[config.mk]
export PLATFORM = sky130hd
export DESIGN_NAME = control_fsm
export DESIGN_NICKNAME = d
export VERILOG_FILES = /design/src/rtl/ctrl_pkg.sv /design/src/rtl/instr_class_decode.sv /design/src/rtl/control_fsm.sv
export SDC_FILE = /design/constraint.sdc
export NUM_CORES = 1
export LEC_CHECK = 0
export ABC_CLOCK_PERIOD_IN_PS = 1440
export BUFFER_PORTS_ARGS = -buffer_cell sky130_fd_sc_hd__buf_2
export CAP_MARGIN = 15
export CORE_MARGIN = 2
export CORE_UTILIZATION = 38
export CTS_BUF_LIST = sky130_fd_sc_hd__clkbuf_8
export CTS_CLUSTER_SIZE = 24
export DETAILED_ROUTE_END_ITERATION = 10
export MAX_ROUTING_LAYER = met4
export PLACE_DENSITY = 0.81
export SYNTH_ARGS = -nofsm -noshare
export SYNTH_HDL_FRONTEND = slang
export SYNTH_SLANG_ARGS = --single-unit
export TNS_END_PERCENT = 5
[constraint.sdc]
create_clock -name clk -period 1.44 [get_ports clk]
set_input_delay 0.144 -clock clk [delete_from_list [all_inputs] [get_ports clk]]
set_output_delay 0.144 -clock clk [all_outputs]
set_load 0.02 [all_outputs]
[src/rtl/ctrl_pkg.sv]
// Shared types and encodings for the multicycle RV32I control FSM.
package ctrl_pkg;

  typedef enum logic [2:0] {
    FETCH,
    DECODE,
    EXEC,
    MEM,
    WB,
    TRAP
  } state_t;

  typedef enum logic [3:0] {
    CL_R,
    CL_IALU,
    CL_LOAD,
    CL_STORE,
    CL_BRANCH,
    CL_JAL,
    CL_JALR,
    CL_LUI,
    CL_AUIPC,
    CL_ILL
  } class_t;

  localparam logic [6:0] OP_R      = 7'b0110011;
  localparam logic [6:0] OP_IALU   = 7'b0010011;
  localparam logic [6:0] OP_LOAD   = 7'b0000011;
  localparam logic [6:0] OP_STORE  = 7'b0100011;
  localparam logic [6:0] OP_BRANCH = 7'b1100011;
  localparam logic [6:0] OP_JAL    = 7'b1101111;
  localparam logic [6:0] OP_JALR   = 7'b1100111;
  localparam logic [6:0] OP_LUI    = 7'b0110111;
  localparam logic [6:0] OP_AUIPC  = 7'b0010111;

  localparam logic [4:0] BR_NONE = 5'b00000;
  localparam logic [4:0] BR_JUMP = 5'b10000;
  localparam logic [1:0] BR_COND = 2'b01;

  localparam logic [2:0] IMM_I = 3'b000;
  localparam logic [2:0] IMM_S = 3'b001;
  localparam logic [2:0] IMM_B = 3'b010;
  localparam logic [2:0] IMM_U = 3'b011;
  localparam logic [2:0] IMM_J = 3'b100;

  localparam logic [1:0] WB_ALU = 2'b00;
  localparam logic [1:0] WB_MEM = 2'b01;
  localparam logic [1:0] WB_PC4 = 2'b10;

endpackage

[src/rtl/instr_class_decode.sv]
// Maps opcode/funct3 onto an instruction class and flags unsupported encodings.
module instr_class_decode
  import ctrl_pkg::*;
(
  input  logic [6:0] opcode,
  input  logic [2:0] funct3,
  output logic [3:0] cls,
  output logic       legal
);

  always_comb begin
    cls   = CL_ILL;
    legal = 1'b1;
    case (opcode)
      OP_R:      cls = CL_R;
      OP_IALU:   cls = CL_IALU;
      OP_LOAD:   cls = CL_LOAD;
      OP_STORE:  cls = CL_STORE;
      OP_BRANCH: begin
        cls   = CL_BRANCH;
        // funct3 010/011 have no branch meaning in RV32I
        legal = (funct3 != 3'b010) && (funct3 != 3'b011);
      end
      OP_JAL:    cls = CL_JAL;
      OP_JALR:   cls = CL_JALR;
      OP_LUI:    cls = CL_LUI;
      OP_AUIPC:  cls = CL_AUIPC;
      default:   legal = 1'b0;
    endcase
  end

endmodule

[src/rtl/control_fsm.sv]
// Multicycle RV32I control unit: FETCH/DECODE/EXEC/MEM/WB sequencing with a sticky TRAP.
module control_fsm
  import ctrl_pkg::*;
(
  input  logic        clk,
  input  logic        rst_n,
  input  logic [31:0] instr,
  input  logic        mem_ready,
  output logic [4:0]  BrOp,
  output logic        PCWrite,
  output logic        IRWrite,
  output logic        RUWr,
  output logic        DMRd,
  output logic        DMWr,
  output logic        ALUASrc,
  output logic        ALUBSrc,
  output logic [3:0]  ALUOp,
  output logic [2:0]  ImmSrc,
  output logic [1:0]  RUDataWrSrc,
  output logic        illegal
);

  state_t     state, next_state;
  class_t     cls;
  logic [3:0] cls_code;
  logic       legal;
  logic [2:0] funct3;
  logic       unused_instr;

  assign funct3       = instr[14:12];
  assign cls          = class_t'(cls_code);
  assign unused_instr = ^{instr[31], instr[29:15], instr[11:7]};

  instr_class_decode u_decode (
    .opcode (instr[6:0]),
    .funct3 (funct3),
    .cls    (cls_code),
    .legal  (legal)
  );

  always_ff @(posedge clk or negedge rst_n) begin
    if (!rst_n) state <= FETCH;
    else        state <= next_state;
  end

  always_comb begin
    next_state  = state;
    BrOp        = BR_NONE;
    PCWrite     = 1'b0;
    IRWrite     = 1'b0;
    RUWr        = 1'b0;
    DMRd        = 1'b0;
    DMWr        = 1'b0;
    ALUASrc     = 1'b0;
    ALUBSrc     = 1'b0;
    ALUOp       = 4'b0000;
    ImmSrc      = IMM_I;
    RUDataWrSrc = WB_ALU;
    illegal     = 1'b0;

    // Datapath selects follow the latched instruction once it is decoded
    if (state inside {DECODE, EXEC, MEM, WB}) begin
      ALUBSrc = (cls != CL_R);
      ALUASrc = (cls inside {CL_BRANCH, CL_JAL, CL_AUIPC});
      case (cls)
        CL_R:    ALUOp = {instr[30], funct3};
        CL_IALU: ALUOp = {instr[30] & (funct3 == 3'b101), funct3};
        default: ALUOp = 4'b0000;
      endcase
      case (cls)
        CL_STORE:         ImmSrc = IMM_S;
        CL_BRANCH:        ImmSrc = IMM_B;
        CL_LUI, CL_AUIPC: ImmSrc = IMM_U;
        CL_JAL:           ImmSrc = IMM_J;
        default:          ImmSrc = IMM_I;
      endcase
      case (cls)
        CL_LOAD:         RUDataWrSrc = WB_MEM;
        CL_JAL, CL_JALR: RUDataWrSrc = WB_PC4;
        default:         RUDataWrSrc = WB_ALU;
      endcase
    end

    case (state)
      FETCH: begin
        IRWrite    = 1'b1;
        next_state = DECODE;
      end
      DECODE: next_state = legal ? EXEC : TRAP;
      EXEC: begin
        case (cls)
          CL_BRANCH: begin
            BrOp       = {BR_COND, funct3};
            PCWrite    = 1'b1;
            next_state = FETCH;
          end
          CL_JAL, CL_JALR: begin
            BrOp       = BR_JUMP;
            PCWrite    = 1'b1;
            next_state = WB;
          end
          CL_LOAD, CL_STORE: next_state = MEM;
          default:           next_state = WB;
        endcase
      end
      MEM: begin
        DMRd = (cls == CL_LOAD);
        DMWr = (cls != CL_LOAD);
        if (mem_ready) begin
          if (cls == CL_LOAD) begin
            next_state = WB;
          end else begin
            PCWrite    = 1'b1;
            next_state = FETCH;
          end
        end
      end
      WB: begin
        RUWr       = 1'b1;
        PCWrite    = !(cls inside {CL_JAL, CL_JALR});
        next_state = FETCH;
      end
      TRAP: begin
        illegal    = 1'b1;
        next_state = TRAP;
      end
      default: next_state = FETCH;
    endcase

    // Reset silences every output immediately, without waiting for a clock
    if (!rst_n) begin
      BrOp        = BR_NONE;
      PCWrite     = 1'b0;
      IRWrite     = 1'b0;
      RUWr        = 1'b0;
      DMRd        = 1'b0;
      DMWr        = 1'b0;
      ALUASrc     = 1'b0;
      ALUBSrc     = 1'b0;
      ALUOp       = 4'b0000;
      ImmSrc      = IMM_I;
      RUDataWrSrc = WB_ALU;
      illegal     = 1'b0;
    end
  end

endmodule

* Word level (Yosys, flattened, before mapping)
Index checks and enable logic that the tools add are counted.
Cells by class: reductions and logical operators 13, mux-type cells 38, add/subtract/negate cells 0, eq/ne operators 27, shift-type cells 0, multiply operators 0, divide/modulo/power cells 0, bitwise logic cells 1, $lt $le $gt $ge 0
Operator list (number):
- 4-bit one-hot mux with 9 select lines | 1
- 7-bit by 6-bit equality test with 1-bit output (second input constant) | 3
- 7-bit equality test (second input constant) | 3
- 1-bit two-way mux | 18
- 4-bit by 3-bit equality test with 1-bit output (second input constant) | 4
- 3-bit two-way mux | 5
- 3-bit one-hot mux with 5 select lines | 1
- 7-bit by 5-bit equality test with 1-bit output (second input constant) | 2
- 3-bit one-hot mux with 4 select lines | 1
- 5-bit two-way mux | 2
- 5-bit one-hot mux with 2 select lines | 1
- 3-bit equality test (second input constant) | 3
- 4-bit by 2-bit equality test with 1-bit output (second input constant) | 2
- 4-bit two-way mux | 2
- 4-bit one-hot mux with 2 select lines | 1
- 4-bit nonzero test | 2
- 8-bit OR reduction | 1
- 7-bit by 2-bit equality test with 1-bit output (second input constant) | 1
- 3-bit by 2-bit equality test with 1-bit output (second input constant) | 2
- 3-bit by 2-bit inequality test with 1-bit output (second input constant) | 2
- 3-bit one-hot mux with 2 select lines | 1
- 2-bit OR reduction | 3
- 4-bit by 1-bit equality test with 1-bit output (second input constant) | 1
- 4-bit equality test (second input constant) | 1
- 15 further kinds | 16
Word-level totals: output and inout port bits 22, logic and storage cells 80, memories kept 0, register bits 3, RAM bits 0, bits in latches 0, memory bits (read-only) 0

* Logic depth before layout (Yosys ltp)
Gate-level depths: netlist (run 1).
depth in word-level cells 7, gate-level depth with buffers 6, gate-level depth less buffers 5

* Hierarchy
Synthesis (run 1) repeated with hierarchy kept, for this count alone.
Unflattened totals: cells, all modules 101, area total of the unflattened synthesis 735.7 µm²
By module, submodules not included:
- control_fsm | cells each 72, instances 1, area an instance 516.7 µm², sequential area each 75.1 µm²
- instr_class_decode | cells each 29, instances 1, area an instance 219.0 µm², sequential area each 0.0 µm²

* Least setup slack after synthesis (run 1)
No wires, ideal clock.
path type register to output, from register state[0], to output ALUASrc, stages on the path, launching flop included 7, required time 1.296 ns, arrival 1.669 ns, buffers on the path 1, setup slack -0.373 ns, cells stage by stage dfrtp_1 buf_4 nor2_1 nor2_1 o21ai_2 nor4_2 o21bai_1
Between the ends: longest elaborated chain between the ends 4
Ends and longest elaborated chain:
- from (decl) | RTL line control_fsm.sv:23 | state_t state, next_state;
- from (signal assigned) | RTL line control_fsm.sv:43 | else state <= next_state;
- 3-bit by 1-bit equality test with 1-bit output, or another cell as far along | RTL line control_fsm.sv:62 | if (state inside {DECODE, EXEC, MEM, WB}) begin
- 4-bit nonzero test * | RTL line control_fsm.sv:62
- 1-bit two-way mux * | RTL line control_fsm.sv:62
- 1-bit two-way mux * | RTL line control_fsm.sv:131 | if (!rst_n) begin
- to (decl) | RTL line control_fsm.sv:15 | output logic ALUASrc,
Every way passes the cells marked *; elsewhere a longest branch is shown, timed or not.

* Worst setup path in the final report (run 1)
from register state[2], to output PCWrite
Between the ends: longest elaborated chain between the ends 3
Ends and longest elaborated chain:
- 3-bit equality test / 3-bit by 2-bit equality test with 1-bit output (equally long branches) | RTL line control_fsm.sv:84 | case (state)
- 1-bit one-hot mux with 3 select lines * | RTL line control_fsm.sv:84
- 1-bit two-way mux * | RTL line control_fsm.sv:131
- to (decl) | RTL line control_fsm.sv:10 | output logic PCWrite,
Marked as above.

==> results of run 1 <==
## cell usage after synthesis (2+ instances only)
master / count / share of area [%]
nand2_1: 8 / 4.7
and2_1: 7 / 6.8
nor3_1: 7 / 5.4
nor2_1: 6 / 3.5
inv_1: 5 / 2.9
o21ai_0: 5 / 3.9
a21oi_1: 4 / 3.1
nand3_1: 4 / 3.1
and3_1: 3 / 2.9
buf_4: 3 / 3.5
dfrtp_1: 3 / 12
nand2b_1: 3 / 2.9
a211o_1: 2 / 2.7
a31oi_1: 2 / 1.9
and2b_1: 2 / 2.3
nand4_1: 2 / 1.9
## power breakdown
group          switching [mW]  leakage, nW  internal [mW]
combinational          0.0635        0.510         0.0521
clock                  0.0602       0.0269          0.182
sequential                  0       0.0295         0.0848
## per-layer routing
| metal | share of wire (%) | global-route usage, % | vias to the layer above |
|---|---|---|---|
| met3 | 8.4 | 4.40 | 2 |
| met1 | 43 | 28.2 | 427 |
| met2 | 48 | 38.6 | 54 |
| li1 | - | - | 453 |
| met4 | 0.35 | 5.88 | 0 |
| met5 | 0 | - | - |
## worst max path at each step
stage	startpoint	endpoint	slack, ns	cells past startpoint
after floorplan	state[1]	ALUASrc	-0.10	6
after global placement	state[0]	ALUASrc	-0.09	5
after detailed placement	instr[2]	ALUOp[3]	-0.11	6
after CTS	state[1]	ImmSrc[0]	-0.20	5
after global routing	state[2]	ImmSrc[0]	-0.30	6
final	state[2]	PCWrite	-0.22	5
## cell families after synthesis
family / after synthesis / synth area share [%]
AND/OR/NAND/NOR: 53 / 53.5
multiplexers: 1 / 1.55
flip-flops: 3 / 11.6
AO/OA/AOI/OAI: 23 / 25.0
buffers and inverters: 11 / 8.33
## per-stage QoR
stage                     hold slack, ns  power [mW]
after global routing               0.312       0.465
after CTS                          0.290       0.443
after floorplan                   -0.152       0.137
final                              0.286       0.443
after detailed placement        -0.00248       0.192
after global placement          -0.00464       0.189
## cell type report
class	count	share of cell area, %
Tap cell	16	1.70
Multi-Input combinational cell	77	51.3
Clock buffer	3	3.50
Sequential cell	3	6.58
Clock inverter	1	0.318
Timing Repair Buffer	59	34.7
Inverter	6	1.91
## critical path: stages, from the launching register on
cell      delay, ns
dfrtp_1        0.39
and2b_2        0.25
buf_4          0.14
nand4b_1       0.13
a31oi_1        0.22
buf_4          0.17
## repair_timing
action | 4_1_cts | 5_1_grt
resized for setup | 23 | 5
endpoints found under the hold margin | 3 | 0
hold buffers | 1 | 0
endpoints found under the setup margin | 20 | 20
pin swaps | 8 | 2
setup buffers | 1 | 0
==> results.sh, run 1 <==
export IMPL_die_h_um=45.2
export IMPL_io_pins=57
export IMPL_ant_nets=0
export IMPL_yosysSeqAreaShare_pct=11.6
export IMPL_finalHoldViolCount=0
export IMPL_start_kind="flip-flop"
export IMPL_pre_cts_ws_ns=-0.110
export IMPL_cts_num_sinks=3
export IMPL_hold_path_cell_count=4
export IMPL_synth_edf_count=0
export IMPL_ys_warn_count=0
export IMPL_drt_iter0_markers=45
export IMPL_setup_slack_ns=-0.220
export IMPL_synth_cells=91
export IMPL_gp_congestion=0.906
export IMPL_worst_ep_arrival_time_ns=1.52
export IMPL_syn_area_per_cell_um2=7.09
export IMPL_antenna_found_initial=0
export IMPL_dp_cells=159
export IMPL_p_per_area_nw_per_um2=376
export IMPL_cts_max_level=1
export IMPL_clock_path_buffers=2
export IMPL_finClkSkew_ns=0.00175
export IMPL_nFillCells=101
export IMPL_drv_slew=0
export IMPL_postPlaceCellArea_um2=1030
export IMPL_dr_pass1_iters=4
export IMPL_worstSetupEndpointType="primary output"
export IMPL_cts_made_buffers=3
export IMPL_crit_type="flip-flop to primary output"
export IMPL_core_area_um2=1540
export IMPL_avgViaCountPerCell=5.67
export IMPL_top_regs="state (3)"
export IMPL_wl_per_cell_um=13.7
export IMPL_worst_slew_pin_slew_ns=0.367
export IMPL_drc=0
export IMPL_drv_cap=0
export IMPL_synth_nets=126
export IMPL_routed_wl_um=2260
export IMPL_fp_row_count=14
export IMPL_worstHoldStart="mem_ready"
export IMPL_timing_rr_start="state[0]"
export IMPL_hold_class="input pin to flip-flop"
export IMPL_r2r_slack_ns=0.19
export IMPL_async_flop_share_pct=100
export IMPL_die_area_um2=2040
export IMPL_finalCriticalPeriod_ns=1.66
export IMPL_layout_common_cells="31 x buf_4, 22 x buf_2, 7 x nand2_1"
export IMPL_critical_path_max_fanout=5
export IMPL_seqCellArea_um2=77.6
export IMPL_cts_tree="built"
export IMPL_netlist_area_um2=646
export IMPL_synthToLayoutAreaGrowth_pct=82.6
export IMPL_grt_start_max_net_pins=9
export IMPL_leakage_nw=0.566
export IMPL_vias=936
export IMPL_fin_util_pct=76.5
export IMPL_grt_setup_unrepaired="yes"
export IMPL_overflow=0
export IMPL_hpwl_um=1610
export IMPL_final_common_cell="buf_4"
export IMPL_r2r_end="state[1]"
export IMPL_cts_root_buf="clkbuf_8"
export IMPL_cp_required_ns=1.30
export IMPL_finalCritPeriodShare_pct=115
export IMPL_path_clk_slew_ns=0.03
export IMPL_setup_viol_count_final=18
export IMPL_r2r_cells=4
export IMPL_instances_no_fill=165
export IMPL_tns_ns=-2.94
export IMPL_start_util_pct=41.9
export IMPL_slew_headroom_pct=75.3
export IMPL_grt_first_pass_wirelength_um=3310
export IMPL_synth_distinct_cells=41
export IMPL_die_width_um=45.2
export IMPL_violations="setup timing"
export IMPL_insertion_delay_ns=0.22
export IMPL_largest_register_ffs=3
export IMPL_max_clock_freq_mhz=602
export IMPL_fin_nets=185
export IMPL_synthFlopType="dfrtp_1"
export IMPL_top_register="state"
export IMPL_place_port_buffers=35
export IMPL_ir_worst_vdd_uv=351
export IMPL_worstHoldEndpoint="state[1]"
export IMPL_multi_input_area_um2=604
export IMPL_finalInstanceArea_um2=1180
export IMPL_drive_above_1_share_pct=56.4
export IMPL_first_global_vias=787
export IMPL_grtUsageTotal_pct=23.0
export IMPL_status="finished, violations left"
export IMPL_ys_ff_latch=3
export IMPL_diodes=0
Power figures use the tool's default switching activity.
==> inputs of run 2 (changes only) <==
Settings changed: PLACE_DENSITY 0.81 to 0.79.
==> run 2 against run 1 <==
The run still ends with setup timing left. Sequential share of layout area is 0.076 points lower. Final area is 1.2% higher. Die area stayed put. Total power hardly changed. Register-to-register slack hardly changed. Wire length is 6.0% higher. Final cell count is 0.61% lower. Clock skew is 0.00074 ns lower. Non-clock buffer count is 1 lower.
==> results.sh, run 2 (synthesized netlist as in run 1, its figures left out) <==
export IMPL_fin_nets=184
export IMPL_drt_iter0_markers=19
export IMPL_drc=0
export IMPL_first_global_vias=862
export IMPL_cp_slowest_stage_delay_ns=0.45
export IMPL_worst_slew_pin_slew_ns=0.374
export IMPL_die_h_um=45.2
export IMPL_p_total_mw=0.443
export IMPL_die_width_um=45.2
export IMPL_ir_worst_vdd_uv=424
export IMPL_layout_common_cells="33 x buf_4, 18 x buf_2, 7 x nand2_1"
export IMPL_cts_max_level=1
export IMPL_grt_first_pass_wirelength_um=3750
export IMPL_finalCriticalPeriod_ns=1.72
export IMPL_core_area_um2=1540
export IMPL_wl_per_cell_um=14.6
export IMPL_instances_no_fill=164
export IMPL_drv_slew=0
export IMPL_grt_start_max_net_pins=15
export IMPL_finalCritPeriodShare_pct=120
export IMPL_finalHoldViolCount=0
export IMPL_cts_root_buf="clkbuf_8"
export IMPL_nFillCells=96
export IMPL_drive_above_1_share_pct=56.8
export IMPL_clock_path_buffers=2
export IMPL_avgViaCountPerCell=5.74
export IMPL_dr_pass1_iters=4
export IMPL_leakage_nw=0.554
export IMPL_routed_wl_um=2400
export IMPL_cts_tree="built"
export IMPL_largest_register_ffs=3
export IMPL_final_common_cell="buf_4"
export IMPL_slew_headroom_pct=74.9
export IMPL_cts_made_buffers=3
export IMPL_die_area_um2=2040
export IMPL_synthToLayoutAreaGrowth_pct=84.7
export IMPL_top_register="state"
export IMPL_insertion_delay_ns=0.22
export IMPL_hold_class="input pin to flip-flop"
export IMPL_cts_num_sinks=3
export IMPL_setup_slack_ns=-0.281
export IMPL_critPathSlowestCell="dfrtp_2"
export IMPL_seqCellArea_um2=77.6
export IMPL_antenna_found_initial=0
export IMPL_dp_cells=158
export IMPL_multi_input_area_um2=603
export IMPL_path_cells="nor3_4 -> o211ai_1 -> buf_4 -> nor3_2 -> buf_4"
export IMPL_whs_ns=0.295
export IMPL_start_kind="flip-flop"
export IMPL_ant_nets=0
export IMPL_crit_type="flip-flop to primary output"
export IMPL_max_clock_freq_mhz=581
export IMPL_drv_cap=0
export IMPL_finClkSkew_ns=0.00101
export IMPL_top_regs="state (3)"
export IMPL_path_clk_slew_ns=0.03
export IMPL_diodes=0
export IMPL_overflow=0
export IMPL_vias=941
export IMPL_io_pins=57
export IMPL_violations="setup timing"
export IMPL_cp_required_ns=1.30
export IMPL_grtUsageTotal_pct=25.7
export IMPL_setup_viol_count_final=18
export IMPL_critical_path_max_fanout=4
export IMPL_gp_congestion=0.887
export IMPL_grt_setup_unrepaired="yes"
export IMPL_path_common_cell="buf_4"
export IMPL_fp_row_count=14
export IMPL_status="finished, violations left"
export IMPL_p_per_area_nw_per_um2=371
export IMPL_hpwl_um=1690
export IMPL_worst_ep_arrival_time_ns=1.58
export IMPL_start_util_pct=41.9
export IMPL_worstSetupEndpointType="primary output"
export IMPL_place_port_buffers=35
[run 2: where the power goes]
group	switching (mW)	internal, mW	total [mW]
Clock	0.0593	0.182	0.241
Sequential	0	0.0849	0.0849
Combinational	0.0653	0.0514	0.117
Total	0.125	0.318	0.443
[run 2: final timing paths]
kind | start | end | slack [ns] | cells past startpoint
worst max-delay path | state[0] | ImmSrc[0] | -0.28 | 5
worst min-delay path | mem_ready | state[0] | 0.30 | 3
worst max register to register | state[0] | state[1] | 0.20 | 4
worst min register to register | state[2] | state[1] | 0.69 | 3
max in group asynchronous | rst_n | state[0] | 0.83 | 2
min in group asynchronous | rst_n | state[2] | 0.44 | 2
[run 2: layout make-up]
cell class,count,share of cell area [%]
multi-input cells,77,50.6
clock buffers,3,3.46
flip-flops and latches,3,6.51
well taps,16,1.68
repair buffers,58,35.6
inverters,6,1.89
clock inverters,1,0.315
[run 2: stage by stage]
stage	instance area (µm²)	TNS, ns	utilization [%]	setup slack, ns
final	1190	-3.05	77.4	-0.281
after global placement	1030	-0.289	67.0	-0.104
after floorplan	706	-0.392	-	-0.103
after CTS	1160	-2.60	75.4	-0.221
after global routing	1190	-4.36	77.4	-0.332
after detailed placement	1030	-0.739	67.0	-0.114
[run 2: critical path, delay by kind of cell (launching register included)]
family / cells / cell delay [ns]
and+or+nand+nor: 2 / 0.44
buffers and inverters: 2 / 0.34
DFF: 1 / 0.45
AOI/OAI and AO/OA: 1 / 0.13
[run 2: routing by layer]
metal  vias to the layer above  track usage (%)  wire length [µm]
met5                         -                -                 0
met4                         0             10.0                39
met3                         6             4.00               172
met2                        42             43.1              1190
met1                       438             30.5               998
li1                        455                -                 -
[run 2: what timing repair did]
action                                  in CTS  in global routing
pin swaps                                   11                  3
buffers inserted                             1                  0
gates resized for setup                     24                  8
hold buffers                                 1                  0
endpoints found under the hold margin        3                  0
endpoints found under the setup margin      20                 20
